<file path="config.mk">
export PLATFORM = sky130hd
export DESIGN_NAME = pin_entry
export DESIGN_NICKNAME = d
export VERILOG_FILES = /design/src/rtl/pin_entry.sv
export SDC_FILE = /design/constraint.sdc
export NUM_CORES = 1
export LEC_CHECK = 0
export CORE_MARGIN = 1.5
export CORE_UTILIZATION = 56
export DETAILED_ROUTE_END_ITERATION = 10
export DONT_BUFFER_PORTS = 1
export PLACE_DENSITY_LB_ADDON = 0.1
export SYNTH_ARGS = -nofsm -noshare
export SYNTH_HDL_FRONTEND = slang
export SYNTH_SLANG_ARGS = --single-unit
</file>
<file path="constraint.sdc">
create_clock -name clk -period 1.9 [get_ports clk]
set_clock_uncertainty 0.2 [all_clocks]
set_input_delay 0.285 -clock clk [delete_from_list [all_inputs] [get_ports clk]]
set_output_delay 0.285 -clock clk [all_outputs]
set_load 0.05 [all_outputs]
</file>
<file path="src/rtl/pin_entry.sv">
// Keypad PIN collector/checker: gathers BCD digits, compares against the card's PIN, tracks retries and lockout.
// Registered outputs; pin_done lands two cycles after enter is sampled. No backpressure: keys are accepted or flagged via digit_err.
module pin_entry #(
  parameter int PIN_DIGITS     = 4,
  parameter int MAX_TRIES      = 3,
  parameter int TIMEOUT_CYCLES = 1000
) (
  input  logic                    clk,
  input  logic                    rst,
  input  logic                    card_in,
  input  logic                    digit_valid,
  input  logic [3:0]              digit,
  input  logic                    clear,
  input  logic                    enter,
  input  logic                    unlock,
  input  logic [4*PIN_DIGITS-1:0] pin_expected,
  output logic [2:0]              digit_count,
  output logic                    pin_done,
  output logic                    wrong_psw,
  output logic                    pin_ok,
  output logic                    locked,
  output logic                    digit_err,
  output logic                    pin_timeout
);

  localparam int PW = 4 * PIN_DIGITS;
  localparam int CW = $clog2(TIMEOUT_CYCLES + 1);
  localparam int FW = $clog2(MAX_TRIES + 1);

  typedef enum logic [2:0] {IDLE, COLLECT, CHECK, GRANTED, LOCKED} state_t;

  state_t        state, state_n;
  logic [PW-1:0] pin_buf, pin_buf_n;
  logic [CW-1:0] idle_cnt, idle_cnt_n;
  logic [FW-1:0] fail_cnt, fail_cnt_n;
  logic [2:0]    digit_count_n;
  logic          pin_done_n, wrong_psw_n, pin_ok_n, locked_n, digit_err_n, pin_timeout_n;

  always_ff @(posedge clk or negedge rst) begin
    if (!rst) begin
      state       <= IDLE;
      pin_buf     <= '0;
      idle_cnt    <= '0;
      fail_cnt    <= '0;
      digit_count <= '0;
      pin_done    <= 1'b0;
      wrong_psw   <= 1'b0;
      pin_ok      <= 1'b0;
      locked      <= 1'b0;
      digit_err   <= 1'b0;
      pin_timeout <= 1'b0;
    end else begin
      state       <= state_n;
      pin_buf     <= pin_buf_n;
      idle_cnt    <= idle_cnt_n;
      fail_cnt    <= fail_cnt_n;
      digit_count <= digit_count_n;
      pin_done    <= pin_done_n;
      wrong_psw   <= wrong_psw_n;
      pin_ok      <= pin_ok_n;
      locked      <= locked_n;
      digit_err   <= digit_err_n;
      pin_timeout <= pin_timeout_n;
    end
  end

  always_comb begin
    state_n       = state;
    pin_buf_n     = pin_buf;
    idle_cnt_n    = idle_cnt;
    fail_cnt_n    = fail_cnt;
    digit_count_n = digit_count;
    pin_done_n    = 1'b0;
    wrong_psw_n   = wrong_psw;
    pin_ok_n      = pin_ok;
    locked_n      = locked;
    digit_err_n   = 1'b0;
    pin_timeout_n = 1'b0;

    if (unlock) locked_n = 1'b0;

    // Card removal overrides everything, including a simultaneous unlock.
    if (state != IDLE && !card_in) begin
      state_n       = IDLE;
      pin_buf_n     = '0;
      digit_count_n = '0;
      idle_cnt_n    = '0;
      fail_cnt_n    = '0;
      pin_ok_n      = 1'b0;
      wrong_psw_n   = 1'b0;
      locked_n      = locked;
    end else begin
      case (state)
        IDLE: begin
          if (card_in) begin
            if (locked_n) begin
              state_n = LOCKED;
            end else begin
              state_n       = COLLECT;
              pin_buf_n     = '0;
              digit_count_n = '0;
              idle_cnt_n    = '0;
            end
          end
        end
        COLLECT: begin
          if (clear) begin
            pin_buf_n     = '0;
            digit_count_n = '0;
            idle_cnt_n    = '0;
          end else if (enter) begin
            idle_cnt_n = '0;
            if (digit_count == 3'(PIN_DIGITS)) state_n = CHECK;
            else digit_err_n = 1'b1;
          end else if (digit_valid) begin
            idle_cnt_n = '0;
            if (digit <= 4'd9 && digit_count < 3'(PIN_DIGITS)) begin
              pin_buf_n     = (pin_buf << 4) | PW'(digit);
              digit_count_n = digit_count + 3'd1;
            end else begin
              digit_err_n = 1'b1;
            end
          end else if (idle_cnt == CW'(TIMEOUT_CYCLES - 1)) begin
            state_n       = IDLE;
            pin_timeout_n = 1'b1;
            pin_buf_n     = '0;
            digit_count_n = '0;
            idle_cnt_n    = '0;
            wrong_psw_n   = 1'b0;
          end else begin
            idle_cnt_n = idle_cnt + CW'(1);
          end
        end
        CHECK: begin
          pin_done_n = 1'b1;
          if (pin_buf == pin_expected) begin
            state_n     = GRANTED;
            wrong_psw_n = 1'b0;
            fail_cnt_n  = '0;
            pin_ok_n    = 1'b1;
          end else begin
            wrong_psw_n   = 1'b1;
            pin_buf_n     = '0;
            digit_count_n = '0;
            idle_cnt_n    = '0;
            if (int'(fail_cnt) + 1 >= MAX_TRIES) begin
              state_n    = LOCKED;
              locked_n   = 1'b1;
              fail_cnt_n = '0;
            end else begin
              state_n    = COLLECT;
              fail_cnt_n = fail_cnt + FW'(1);
            end
          end
        end
        GRANTED: ;
        LOCKED: begin
          if (unlock) state_n = IDLE;
        end
        default: state_n = IDLE;
      endcase
    end
  end

endmodule

</file>
==> results.json <==
{
  "critical_path_endpoint_category": "flip-flop",
  "total_via_count_after_detailed_routing": 2171,
  "worstPathCellList": "ha_2 -> and4_4 -> nand4_1 -> o211ai_1 -> o211ai_2 -> buf_12 -> a22o_1",
  "clock.fmax_mhz": 473,
  "fillerInstances": 184,
  "place_ws_ns": -0.257,
  "cp_slowest_stage_delay_ns": 0.36,
  "tritoncts": "built",
  "overflow": 0,
  "min_period_over_period": 1.11,
  "synth_area_um2": 2180,
  "power_density_nw_per_um2": 754,
  "leakagePower_uw": 0.00150,
  "rows": 22,
  "grt_setup_unrepaired": "yes",
  "post_synth_inst_count": 207,
  "ff2ff_path_depth": 7,
  "clockRootBuffer": "clkbuf_8",
  "yosys.area.top_type_share": 0.458,
  "clock-sinks": 40,
  "yosys_register_bits": 40,
  "overall_die_height_um": 65.4,
  "critical_path.reg2reg.startpoint": "idle_cnt[1]$_DFFE_PN0P_",
  "via_count_of_the_first_global_routing_pass": 2260,
  "gp_weighted_congestion": 0.894,
  "layout-drive-gt1-share": 0.486,
  "seq_area_um2": 1000,
  "design_area_um2": 3270,
  "port_buffers": 0,
  "cp_max_fo": 17,
  "max-clock-path-buffers": 2,
  "cp-start-kind": "flip-flop",
  "routed_wl_um": 7300,
  "ir_worst_vdd_mv": 0.566,
  "number_of_synthesized_flops_with_an_enable_pin": 0,
  "num_io_pins": 36,
  "num_antenna_cells": 0,
  "regToRegSetupSlack_ns": -0.21,
  "drt_pass1_iterations": 4,
  "clock_insertion_delay_at_the_later_pin_of_the_skew_report_ns": 0.30,
  "synth_sequential_area_ratio": 0.458,
  "die_width_um": 65.4,
  "dp.final_hpwl_um": 4180,
  "area_delta_synth_final_pct": 49.7,
  "worst-setup-path-type": "reg -> reg",
  "r2r_end": "pin_buf[7]$_DFFE_PN0P_",
  "cts_made_buffers": 5,
  "setup_tns_ns": -5.18,
  "worst_ep_required_time_ns": 1.89,
  "timing.critical_path.slowest_stage_cell": "dfrtp_1",
  "via_density": 6.46,
  "die-area_um2": 4280,
  "detail_route.wl_per_cell_um": 21.7,
  "htree_num_levels": 2,
  "final.setup.worst_slack_ns": -0.213,
  "drcViolationCount": 0,
  "synth_area_per_cell_um2": 10.5,
  "grt_antenna_before_repair": 0,
  "multi_input_comb_area_um2": 1370,
  "timing.slew.headroom": 0.670,
  "cell_taking_the_most_area_after_synthesis": "dfrtp_1",
  "timing.final.hold_violations": 0,
  "violations": "negative setup slack",
  "timing.final.crit_period_ns": 2.11,
  "postPlaceCellArea_um2": 2690,
  "setup_viol": 33,
  "yosysUniqueCellTypes": 50,
  "maxSlewViolCount": 0,
  "maxCapViolCount": 0,
  "finish.net_count": 317,
  "arrival_ns": 2.10,
  "core_area_um2": 3720,
  "yosysWarnings": 0,
  "worst_setup_path_startpoint": "idle_cnt[1]$_DFFE_PN0P_",
  "dr.first_iter.drc_count": 237,
  "cp-endpoint": "pin_buf[7]$_DFFE_PN0P_",
  "grt_usage": 0.344,
  "grt_pass1_wl_um": 11000,
  "cts.reportedPaths.clkPinSlew_ns": 0.08,
  "post_synth_main_area_contributors": "dfrtp_1 (46%), a22o_1 (7.6%), xor2_1 (6.8%)",
  "asyncSetResetFlopFracSynth": 1.00,
  "timing_worst_slew_pin_value_ns": 0.496,
  "effective_utilization_at_floorplan": 0.588,
  "drtAntennaViolNets": 0,
  "grt_start_max_net_pins": 41,
  "outcome": "finished with violations",
  "worstHoldPathType": "in -> reg",
  "synth_top_flop_cell": "dfrtp_1",
  "postSynthNetCount": 237
}
## placed cells by master, fill, tap and decap left out, types with 3 or more instances in the layout
master and count:
a21oi_2 4, dfrtp_1 38, dlygate4sd3_1 9, a21oi_1 3, inv_2 3, and3_4 4, nor4_2 3, nand2_1 7
clkbuf_8 6, nand2b_1 5, nand3_2 3, inv_1 6, buf_4 64, o21ai_0 4, a41oi_2 6, a21oi_4 4
nor2_1 4, xor2_1 17, a31oi_1 3, a22o_1 19, nor2_2 5, buf_6 6, nor4_1 4
## state kept, by name, summed over array words and instances (netlist names)
| name | count |
|---|---|
| locked | 1 |
| wrong_psw | 1 |
| pin_buf | 16 |
| digit_err | 1 |
| state | 3 |
| pin_ok | 1 |
| idle_cnt | 10 |
| fail_cnt | 2 |
| pin_done | 1 |
| pin_timeout | 1 |
| digit_count | 3 |
## timing repair
item                                    in CTS  in global routing
pin swaps                                   18                 21
resized for setup                           32                 29
hold endpoints to repair                    48                  0
setup buffers                                6                  7
endpoints found under the setup margin      35                 37
hold buffers                                10                  0
cloned                                       1                  0
## how the worst min path moves through the flow
stage,slack [ns],start,cells after the start,endpoint
2_1_floorplan,-0.21,rst,0,digit_count[0]$_DFFE_PN0P_
3_3_place_gp,-0.21,rst,0,pin_buf[12]$_DFFE_PN0P_
3_5_place_dp,-0.21,rst,0,pin_buf[12]$_DFFE_PN0P_
4_1_cts,0.07,card_in,2,locked$_DFFE_PN0N_
5_1_grt,0.07,card_in,2,state[1]$_DFFE_PN0P_
6_report,0.07,card_in,2,state[1]$_DFFE_PN0P_
## power breakdown
group | internal (µW) | total (µW) | switching, µW
Combinational | 354 | 794 | 440
Sequential | 887 | 919 | 32.3
Clock | 430 | 752 | 322
## routing by layer
layer,part of all wire,up-vias,track usage
met1,0.39,1099,0.410
met3,0.059,26,0.0788
met2,0.52,100,0.607
met4,0.031,0,0.125
li1,-,946,-
met5,0,-,0
## per-stage QoR
stage	total power [µW]	utilization	instances	hold WS [ns]
6_report	2470	0.879	336	0.0689
4_1_cts	2380	0.841	331	0.0668
2_1_floorplan	1310	-	207	-0.211
3_3_place_gp	1530	0.723	306	-0.210
3_5_place_dp	1540	0.723	306	-0.210
5_1_grt	2540	0.879	336	0.0722
## area by class of cell
class,instances,share of cell area
Clock buffer,6,0.0253
Timing Repair Buffer,81,0.208
Clock inverter,2,0.0119
Tap cell,48,0.0184
Sequential cell,40,0.307
Multi-Input combinational cell,150,0.420
Inverter,9,0.0103
## worst max-delay path, delay by kind of cell, from the launching register on
kind                     cells  cell delay [ns]
buffers and inverters        1             0.18
flip-flops                   1             0.36
AND/OR/NAND/NOR              2             0.38
AO/OA/AOI/OAI                3             0.67
adder cells (fa/ha/maj)      1             0.21
## cell families (layout without fill, tap and decap cells)
group	Yosys count	after routing	share of synthesized area
flops	40	40	0.458
compound gates	64	64	0.240
fa+ha+maj	4	4	0.0218
simple gates	65	65	0.173
xor+xnor	17	17	0.0682
buf+inv	17	98	0.0384
## cell usage after synthesis, types with 2 or more instances
| cell type | count |
|---|---|
| a211oi_1 | 2 |
| a21boi_0 | 2 |
| a21oi_1 | 6 |
| a21oi_2 | 5 |
| a22o_1 | 19 |
| a31oi_1 | 3 |
| a41oi_1 | 5 |
| and3_1 | 7 |
| and4_1 | 2 |
| buf_2 | 4 |
| buf_6 | 2 |
| clkbuf_1 | 2 |
| dfrtp_1 | 40 |
| ha_1 | 3 |
| inv_1 | 8 |
| nand2_1 | 10 |
| nand2b_1 | 7 |
| nand3_1 | 6 |
| nand4_1 | 2 |
| nand4b_1 | 2 |
| nor2_1 | 10 |
| nor2b_1 | 2 |
| nor3_1 | 2 |
| nor4_1 | 7 |
| o211ai_1 | 2 |
| o21ai_0 | 7 |
| xor2_1 | 17 |
No activity file was read; power rests on OpenSTA's default activity.
